===== config.mk =====
export PLATFORM = sky130hd
export DESIGN_NAME = mem_wb_reg
export DESIGN_NICKNAME = d
export VERILOG_FILES = /design/src/rtl/mem_wb_reg.sv
export SDC_FILE = /design/constraint.sdc
export NUM_CORES = 1
export LEC_CHECK = 0
export BUFFER_PORTS_ARGS = -buffer_cell sky130_fd_sc_hd__buf_2
export CORE_MARGIN = 8
export CORE_UTILIZATION = 52
export DETAILED_ROUTE_END_ITERATION = 12
export GPL_ROUTABILITY_DRIVEN = 1
export PLACE_DENSITY_LB_ADDON = 0.25
export SETUP_SLACK_MARGIN = 0.3
export SLEW_MARGIN = 0
export SYNTH_ARGS = -nofsm -noshare
export SYNTH_HDL_FRONTEND = slang
export SYNTH_SLANG_ARGS = --single-unit

===== constraint.sdc =====
create_clock -name clk -period 3.9 [get_ports clk]
set_clock_uncertainty 0.2 [all_clocks]
set_input_delay 0.78 -clock clk [delete_from_list [all_inputs] [get_ports clk]]
set_output_delay 0.78 -clock clk [all_outputs]
set_load 0.01 [all_outputs]

===== src/rtl/mem_wb_reg.sv =====
// mem_wb_reg: MEM->WB pipeline register with stall/flush, x0/bubble write suppression and retired-instruction counter
module mem_wb_reg #(
    parameter int WIDTH     = 32,
    parameter int RET_CNT_W = 64
) (
    input  logic                 clk,
    input  logic                 reset_n,
    input  logic                 StallW,
    input  logic                 FlushW,
    input  logic                 ValidM,
    input  logic [WIDTH-1:0]     ALUResultM,
    input  logic [WIDTH-1:0]     ReadDataM,
    input  logic [WIDTH-1:0]     PCPlus4M,
    input  logic [WIDTH-1:0]     ImmExtM,
    input  logic [4:0]           RdM,
    input  logic                 RegWriteM,
    input  logic [1:0]           ResultSrcM,
    output logic [WIDTH-1:0]     ALUResultW,
    output logic [WIDTH-1:0]     ReadDataW,
    output logic [WIDTH-1:0]     PCPlus4W,
    output logic [WIDTH-1:0]     ImmExtW,
    output logic [4:0]           RdW,
    output logic                 RegWriteW,
    output logic [1:0]           ResultSrcW,
    output logic                 ValidW,
    output logic [RET_CNT_W-1:0] InstRetW
);
    logic [WIDTH-1:0]     alu_result_q, alu_result_d;
    logic [WIDTH-1:0]     read_data_q, read_data_d;
    logic [WIDTH-1:0]     pc_plus4_q, pc_plus4_d;
    logic [WIDTH-1:0]     imm_ext_q, imm_ext_d;
    logic [4:0]           rd_q, rd_d;
    logic                 reg_write_q, reg_write_d;
    logic [1:0]           result_src_q, result_src_d;
    logic                 valid_q, valid_d;
    logic [RET_CNT_W-1:0] inst_ret_q, inst_ret_d;
    logic                 retire;
    always_comb begin
        alu_result_d = FlushW ? '0 : StallW ? alu_result_q : ALUResultM;
        read_data_d  = FlushW ? '0 : StallW ? read_data_q  : ReadDataM;
        pc_plus4_d   = FlushW ? '0 : StallW ? pc_plus4_q   : PCPlus4M;
        imm_ext_d    = FlushW ? '0 : StallW ? imm_ext_q    : ImmExtM;
        rd_d         = FlushW ? '0 : StallW ? rd_q         : RdM;
        result_src_d = FlushW ? '0 : StallW ? result_src_q : ResultSrcM;
        valid_d      = FlushW ? 1'b0 : StallW ? valid_q : ValidM;
        reg_write_d  = FlushW ? 1'b0 : StallW ? reg_write_q : (RegWriteM & ValidM & (RdM != 5'd0));
        // retirement depends only on the outgoing entry, so a flush still counts it
        retire       = valid_q & ~StallW;
        inst_ret_d   = inst_ret_q + {{(RET_CNT_W-1){1'b0}}, retire};
    end
    always_ff @(posedge clk or negedge reset_n) begin
        if (!reset_n) begin
            alu_result_q <= '0;
            read_data_q  <= '0;
            pc_plus4_q   <= '0;
            imm_ext_q    <= '0;
            rd_q         <= '0;
            reg_write_q  <= 1'b0;
            result_src_q <= '0;
            valid_q      <= 1'b0;
            inst_ret_q   <= '0;
        end else begin
            alu_result_q <= alu_result_d;
            read_data_q  <= read_data_d;
            pc_plus4_q   <= pc_plus4_d;
            imm_ext_q    <= imm_ext_d;
            rd_q         <= rd_d;
            reg_write_q  <= reg_write_d;
            result_src_q <= result_src_d;
            valid_q      <= valid_d;
            inst_ret_q   <= inst_ret_d;
        end
    end
    assign ALUResultW = alu_result_q;
    assign ReadDataW  = read_data_q;
    assign PCPlus4W   = pc_plus4_q;
    assign ImmExtW    = imm_ext_q;
    assign RdW        = rd_q;
    assign RegWriteW  = reg_write_q;
    assign ResultSrcW = result_src_q;
    assign ValidW     = valid_q;
    assign InstRetW   = inst_ret_q;
endmodule


==> results of run 1 <==
state kept, by name (all words and copies together), names as in the netlist:
| name | flops |
|---|---|
| ALUResultW | 32 |
| InstRetW | 64 |
| PCPlus4W | 32 |
| ReadDataW | 32 |
| ValidW | 1 |
| ImmExtW | 32 |
| RegWriteW | 1 |
| ResultSrcW | 2 |
| RdW | 5 |
layout by cell type (no fill, tap or decap), types with 10 or more instances in the layout:
cell type and n:
sky130_fd_sc_hd__nand3_1 26, sky130_fd_sc_hd__xnor2_1 28, sky130_fd_sc_hd__xor2_1 34, sky130_fd_sc_hd__nor3_1 15, sky130_fd_sc_hd__mux2i_1 136, sky130_fd_sc_hd__and3_1 10, sky130_fd_sc_hd__dfrtp_1 201, sky130_fd_sc_hd__nand4_1 17
sky130_fd_sc_hd__nor2_1 162, sky130_fd_sc_hd__buf_2 338, sky130_fd_sc_hd__clkbuf_16 23, sky130_fd_sc_hd__nand2_1 24
per-stage QoR:
| stage | hold WS (ps) | cell area [um^2] |
|---|---|---|
| after floorplan | 284 | 8490 |
| after global placement | 254 | 10400 |
| after detailed placement | 272 | 10400 |
| after CTS | 169 | 11100 |
| after global routing | 189 | 11100 |
| final | 127 | 11100 |
kinds of logic (layout without fill, tap and decap cells):
family | after synthesis | count (layout) | synth area share, %
and+or+nand+nor | 284 | 284 | 15.9
DFF | 201 | 201 | 59.2
muxes | 136 | 136 | 16.0
xor gates and xnor gates | 62 | 62 | 6.39
buffers and inverters | 42 | 391 | 2.03
adders and majority gates | 2 | 2 | 0.295
AOI/OAI and AO/OA | 2 | 2 | 0.147
other | 0 | 3 | 0
layer usage:
layer / GRT usage, % / up-vias
li1: - / 3147
met1: 27.3 / 3226
met2: 39.6 / 291
met3: 7.83 / 56
met4: 10.5 / 0
met5: 0 / -
path summary, 6_finish.rpt:
kind / from / end / slack, ps
setup / recovery: ValidW / InstRetW[60] / 1070
max in group asynchronous: reset_n / ImmExtW[15] / 2450
setup reg to reg: ValidW / InstRetW[60] / 1070
min in group clk: InstRetW[61] / InstRetW[61] / 290
hold / removal: reset_n / PCPlus4W[31] / 130
hold reg to reg: InstRetW[61] / InstRetW[61] / 290
final cells by class:
| cell class | count | area (um^2) | area share (%) |
|---|---|---|---|
| sequential | 201 | 5030 | 45.3 |
| timing repair buffer | 346 | 1800 | 16.2 |
| clock inverter | 3 | 17.5 | 0.158 |
| multi-input combinational | 486 | 3290 | 29.6 |
| antenna | 3 | 7.51 | 0.0676 |
| inverter | 7 | 26.3 | 0.237 |
| tap | 216 | 270 | 2.43 |
| clock buffer | 35 | 661 | 5.95 |
power breakdown:
part           switching (mW)  internal (mW)  leakage (nW)
clock network           0.807           1.16         0.330
logic                   0.282          0.217          3.33
registers              0.0640           2.18          2.68
total                    1.15           3.56          6.33
==> tab_implementation.tex, run 1 <==
\begin{tabular}{lr}
\hline
Metric & Value \\
\hline
\multicolumn{2}{l}{\textbf{Synthesis}} \\
Number of enable-type register cells in the synthesized netlist & 0 \\
Synth Flop Type & sky130\_fd\_sc\_hd\_\_dfrtp\_1 \\
Sequential-to-total area share from yosys stat & 59.2\% \\
Number of nets in the synthesized netlist & 872 \\
Top cells by instance count after synthesis & sky130\_fd\_sc\_hd\_\_dfrtp\_1 (201), sky130\_fd\_sc\_hd\_\_nor2\_1 (162), sky130\_fd\_sc\_hd\_\_mux2i\_1 (136) \\
Yosys warnings & 0 \\
Post-synthesis cell type with the largest combined area & sky130\_fd\_sc\_hd\_\_dfrtp\_1 \\
Syn Inst Count & 729 \\
Cell area after technology mapping & 0.00849 mm\^{}2 \\
Most repeated cell in the gate-level netlist after synthesis & sky130\_fd\_sc\_hd\_\_dfrtp\_1 \\
Top cells by area in the synthesized netlist & sky130\_fd\_sc\_hd\_\_dfrtp\_1 (59\%), sky130\_fd\_sc\_hd\_\_mux2i\_1 (16\%), sky130\_fd\_sc\_hd\_\_nor2\_1 (7.2\%), sky130\_fd\_sc\_hd\_\_xor2\_1 (3.5\%), sky130\_fd\_sc\_hd\_\_xnor2\_1 (2.9\%) \\
Synth top area share & 59.2\% \\
Avg Cell Area, Syn & 11.7 um\^{}2 \\
Share of flip-flops with an asynchronous set or reset & 100\% \\
Unique masters post-synth & 34 \\
Synth Register Bits & 201 \\
\multicolumn{2}{l}{\textbf{Floorplanning}} \\
DIE WIDTH & 144 um \\
Die ar. & 0.0207 mm\^{}2 \\
Row count & 46 \\
Die Ht & 144 um \\
I/O pin cnt & 342 \\
Effective utilization at floorplan & 53.3\% \\
Placeable core region & 0.0159 mm\^{}2 \\
\multicolumn{2}{l}{\textbf{Place}} \\
Total instance count after detailed placement & 1256 \\
Port buffer count & 341 \\
Detail Placement HPWL & 18500 um \\
Worst-case setup slack after placement & 600 ps \\
Global placement routability congestion & 0.845 \\
\multicolumn{2}{l}{\textbf{Timing}} \\
Final count of pins violating max slew & 0 \\
Slew of the pin with the lowest slew margin & 1030 ps \\
Headroom to the max-slew limit & 31.5\% \\
Number of failing hold endpoints at the final stage & 0 \\
Finish-stage setup viols & 0 \\
Setup TNS & 0 ps \\
RSZ-0062 raised after global routing & no \\
Period minus WS final & 2830 ps \\
Achievable frequency & 353 MHz \\
Final Worst Setup Slack & 1070 ps \\
Final period util & 72.6\% \\
\multicolumn{2}{l}{\textbf{Setup path}} \\
CP delay by family, top & simple AND/OR/NAND/NOR gates \\
Critical Path Source Type & flop \\
Crit path kind & flop to flop \\
Critical-path top delay cell & sky130\_fd\_sc\_hd\_\_nor3b\_4 \\
Worst Reg2Reg Path Length in Cells & 8 \\
Worst stage delay on the critical path & 530 ps \\
Cell mode on critical path & sky130\_fd\_sc\_hd\_\_ha\_1 \\
Critical path cell sequence & nor2b\_1 -> ha\_1 -> ha\_1 -> and3\_1 -> nor3b\_4 -> nand4\_1 -> nor4\_1 -> xor2\_1 \\
Buffer and inverter count on the worst path & 0 \\
Endpoint type of the worst setup path & flop \\
Worst-path fanout max & 11 \\
Data required time of the critical path & 4100 ps \\
Arrival time worst endpoint & 3030 ps \\
Critical path depth & 8 \\
\multicolumn{2}{l}{\textbf{Clock network}} \\
Clock tree from TritonCTS & built \\
Post-CTS Setup Repair Bufs & 0 \\
Root buf cell & sky130\_fd\_sc\_hd\_\_clkbuf\_16 \\
Clk Latency, worst-skew pair & 490 ps \\
Clock sink total & 201 \\
Max Root-Sink Buffers & 3 \\
Total of hold buffers inserted after clock tree synthesis & 0 \\
Clock-pin slew on the worst setup and hold paths & 60 ps \\
Post-CTS resize count & 0 \\
CTS Buf Count & 22 \\
CTS H-tree depth & 1 \\
\multicolumn{2}{l}{\textbf{Routing}} \\
Met2 wire len & 12000 um \\
Vias per cell & 5.18 \\
Wire length after detailed routing & 24800 um \\
Highest routed metal layer & met4 \\
Total number of vias & 6720 \\
DRC violation count after routing & 0 \\
Number of nets with antenna violations after detailed routing & 0 \\
Mean routed wirelength per cell & 19.1 um \\
First-pass DRT Iterations & 4 \\
Starting DRT DRC Count & 405 \\
Routed met1 length & 9480 um \\
Met3 WL & 2490 um \\
\multicolumn{2}{l}{\textbf{GRT}} \\
Pin count of the biggest net entering global routing & 139 \\
Number of global-route vias before repair & 7078 \\
Number of antenna violations at the first check in global routing & 3 \\
Leftover overflow at the end of global routing & 0 \\
Aggregate global-route resource usage & 23.7\% \\
Wire length of the first global-routing pass & 38400 um \\
\multicolumn{2}{l}{\textbf{Power and ir drop}} \\
Standby leakage power & 6.33 nW \\
Worst VDD drop & 0.000267 V \\
Cell area power density & 424 mW/mm\^{}2 \\
Post-layout power & 4.71 mW \\
\multicolumn{2}{l}{\textbf{Cells and area}} \\
Post-Route Utilization & 69.6\% \\
Number of inserted filler cells in the final layout & 1229 \\
Ratio of cells with drive above 1 in the final layout & 35.8\% \\
Layout Nets & 1207 \\
Non-filler instance count after layout & 1297 \\
Syn-to-layout area delta & 30.7\% \\
\multicolumn{2}{l}{\textbf{Job}} \\
Max cap viols & 0 \\
\multicolumn{2}{l}{\textbf{Worst hold path}} \\
Path class of the lowest-slack min-delay path & primary input to async pin \\
\multicolumn{2}{l}{\textbf{Run status}} \\
Status & complete, no violations \\
\hline
\end{tabular}
Power figures use the tool's default switching activity.
==> run 2, diff against run 1 <==
- CORE_UTILIZATION: 52 -> 44
- clock period: 3.9 -> 2.3 ns (I/O delays scaled with it)
==> tab_implementation.tex, run 2 (same netlist as run 1, synthesis figures left out) <==
\begin{tabular}{lr}
\hline
Metric & Value \\
\hline
\multicolumn{2}{l}{\textbf{Timing}} \\
Achievable frequency & 460 MHz (was 353 MHz) \\
RSZ-0062 raised after global routing & yes (was no) \\
Number of failing hold endpoints at the final stage & 0 (unchanged) \\
Period minus WS final & 2170 ps (was 2830 ps) \\
Final period util & 94.5\% (was 72.6\%) \\
Finish-stage setup viols & 0 (unchanged) \\
Final count of pins violating max slew & 0 (unchanged) \\
Headroom to the max-slew limit & 39.0\% (was 31.5\%) \\
Slew of the pin with the lowest slew margin & 915 ps (was 1030 ps) \\
\multicolumn{2}{l}{\textbf{Setup path}} \\
Data required time of the critical path & 2530 ps (was 4100 ps) \\
R2r endpoint & InstRetW[41] (was InstRetW[60]) \\
Worst reg2reg setup slack & 130 ps (was 1070 ps) \\
Critical Path Source Type & flop (unchanged) \\
Worst Reg2Reg Path Length in Cells & 9 (was 8) \\
Critical Path Start & ValidW (unchanged) \\
Arrival time worst endpoint & 2400 ps (was 3030 ps) \\
Worst-path fanout max & 5 (was 11) \\
Endpoint type of the worst setup path & flop (unchanged) \\
CP Capture Point & InstRetW[41] (was InstRetW[60]) \\
Crit path kind & flop to flop (unchanged) \\
Startpoint of the worst-slack reg-to-reg timing path & ValidW (unchanged) \\
\multicolumn{2}{l}{\textbf{Clock network}} \\
Root buf cell & sky130\_fd\_sc\_hd\_\_clkbuf\_16 (unchanged) \\
Clock tree from TritonCTS & built (unchanged) \\
Clk Latency, worst-skew pair & 510 ps (was 490 ps) \\
Clock sink total & 201 (unchanged) \\
Max Root-Sink Buffers & 3 (unchanged) \\
Clock-pin slew on the worst setup and hold paths & 60 ps (about the same) \\
CTS H-tree depth & 1 (unchanged) \\
CTS Buf Count & 23 (was 22) \\
\multicolumn{2}{l}{\textbf{Routing}} \\
Starting DRT DRC Count & 304 (was 405) \\
Mean routed wirelength per cell & 18.6 um (was 19.1 um) \\
DRC violation count after routing & 0 (unchanged) \\
Total number of vias & 7373 (was 6720) \\
First-pass DRT Iterations & 4 (unchanged) \\
Vias per cell & 4.99 (was 5.18) \\
Wire length after detailed routing & 27400 um (was 24800 um) \\
Number of nets with antenna violations after detailed routing & 0 (unchanged) \\
\multicolumn{2}{l}{\textbf{Floorplanning}} \\
I/O pin cnt & 342 (unchanged) \\
Die ar. & 0.0240 mm\^{}2 (was 0.0207 mm\^{}2) \\
Row count & 51 (was 46) \\
DIE WIDTH & 155 um (was 144 um) \\
Effective utilization at floorplan & 44.2\% (was 53.3\%) \\
Die Ht & 155 um (was 144 um) \\
Placeable core region & 0.0192 mm\^{}2 (was 0.0159 mm\^{}2) \\
\multicolumn{2}{l}{\textbf{Cells and area}} \\
Number of inserted filler cells in the final layout & 1446 (was 1229) \\
Post-Route Utilization & 67.1\% (was 69.6\%) \\
Max reg flops & 64 (unchanged) \\
Combined area of the multi-input logic cells & 0.00372 mm\^{}2 (was 0.00329 mm\^{}2) \\
Syn-to-layout area delta & 51.7\% (was 30.7\%) \\
Layout Nets & 1341 (was 1207) \\
Leading cell type in the layout, fill and taps excluded & sky130\_fd\_sc\_hd\_\_buf\_2 (unchanged) \\
Most frequent cells in the layout & sky130\_fd\_sc\_hd\_\_buf\_2 (338), sky130\_fd\_sc\_hd\_\_dfrtp\_1 (194), sky130\_fd\_sc\_hd\_\_nor2\_1 (149) (was sky130\_fd\_sc\_hd\_\_buf\_2 (338), sky130\_fd\_sc\_hd\_\_dfrtp\_1 (201), sky130\_fd\_sc\_hd\_\_nor2\_1 (162)) \\
Area occupied by registers & 0.00504 mm\^{}2 (was 0.00503 mm\^{}2) \\
Ratio of cells with drive above 1 in the final layout & 42.1\% (was 35.8\%) \\
\multicolumn{2}{l}{\textbf{GRT}} \\
Leftover overflow at the end of global routing & 0 (unchanged) \\
Aggregate global-route resource usage & 22.0\% (was 23.7\%) \\
Wire length of the first global-routing pass & 42700 um (was 38400 um) \\
Pin count of the biggest net entering global routing & 118 (was 139) \\
Number of global-route vias before repair & 8033 (was 7078) \\
Number of antenna violations at the first check in global routing & 2 (was 3) \\
\multicolumn{2}{l}{\textbf{Power and ir drop}} \\
Cell area power density & 641 mW/mm\^{}2 (was 424 mW/mm\^{}2) \\
Post-layout power & 8.26 mW (was 4.71 mW) \\
Standby leakage power & 7.11 nW (was 6.33 nW) \\
Worst VDD drop & 0.000522 V (was 0.000267 V) \\
\multicolumn{2}{l}{\textbf{Job}} \\
Max cap viols & 0 (unchanged) \\
\multicolumn{2}{l}{\textbf{Place}} \\
Detail Placement HPWL & 18700 um (was 18500 um) \\
Port buffer count & 341 (unchanged) \\
Global placement routability congestion & 0.833 (was 0.845) \\
\multicolumn{2}{l}{\textbf{Worst hold path}} \\
Path class of the lowest-slack min-delay path & primary input to flop (was primary input to async pin) \\
\multicolumn{2}{l}{\textbf{Run status}} \\
Status & complete, no violations (unchanged) \\
\hline
\end{tabular}
[run 2: changes by cell type in the layout (fill, tap and decap cells not counted), sizes merged]
cell and change:
nand4 +1, dlygate4sd3 +73, clkbuf -1, buf +59
diode -1
[run 2: timing repair]
| item | in CTS | in global routing |
|---|---|---|
| setup endpoints to repair | 48 | 50 |
| hold buffers | 73 | 0 |
| gates resized for setup | 45 | 38 |
| buffers inserted | 13 | 6 |
| pin swaps | 28 | 21 |
| endpoints found under the hold margin | 118 | 0 |
| gates cloned | 1 | 0 |
[run 2: routing by layer]
| layer | up-vias | routed length (um) | global-route usage [%] |
|---|---|---|---|
| li1 | 3418 | - | - |
| met1 | 3576 | 10500 | 25.0 |
| met2 | 300 | 13400 | 37.1 |
| met3 | 79 | 2470 | 7.30 |
| met4 | 0 | 1130 | 10.2 |
| met5 | - | 0 | 0 |
[run 2: power by group]
part | internal [mW] | total [mW] | switching, mW
Combinational | 0.477 | 0.993 | 0.516
Clock | 2.04 | 3.44 | 1.40
Sequential | 3.70 | 3.82 | 0.118
[run 2: worst min path at each step]
| stage | startpoint | to | slack [ps] | depth (start not counted) |
|---|---|---|---|---|
| 2_1_floorplan | reset_n | ALUResultW[0] | -40 | 0 |
| 3_3_place_gp | InstRetW[63] | InstRetW[63] | 250 | 1 |
| 3_5_place_dp | InstRetW[63] | InstRetW[63] | 250 | 1 |
| 4_1_cts | ALUResultM[30] | ALUResultW[30] | 0.4 | 3 |
| 5_1_grt | ReadDataM[20] | ReadDataW[20] | 7 | 3 |
| 6_report | ALUResultM[22] | ALUResultW[22] | 20 | 3 |
[run 2: cell type report]
type / instances / share of cell area [%]
clock inverters: 3 / 0.136
repair buffers: 478 / 23.8
flip-flops and latches: 201 / 39.1
inverters: 7 / 0.204
diodes: 2 / 0.0388
multi-input cells: 487 / 28.8
clock buffers: 34 / 5.33
well taps: 265 / 2.57
[run 2: metrics by stage]
stage               cell area [um^2]  setup slack (ps)  std cells  setup TNS, ps  hold WS (ps)
floorplan                       8610              -532        729         -10670         -35.6
global placement               10900              -201       1345          -2630           249
detailed placement             10900              -229       1345          -3620           254
CTS                            12700               118       1469              0         0.390
global route                   12900             -33.2       1477          -33.7          6.61
finish                         12900               126       1477              0          16.4
[run 2: worst max-delay path: stages, from the launching register on]
cell	delay [ps]
sky130_fd_sc_hd__dfrtp_1	350
sky130_fd_sc_hd__nor2b_4	170
sky130_fd_sc_hd__ha_4	160
sky130_fd_sc_hd__buf_6	90
sky130_fd_sc_hd__nand4_1	120
sky130_fd_sc_hd__nor3_1	160
sky130_fd_sc_hd__buf_4	190
sky130_fd_sc_hd__nand4_1	260
sky130_fd_sc_hd__nor3_2	230
sky130_fd_sc_hd__xor2_1	180
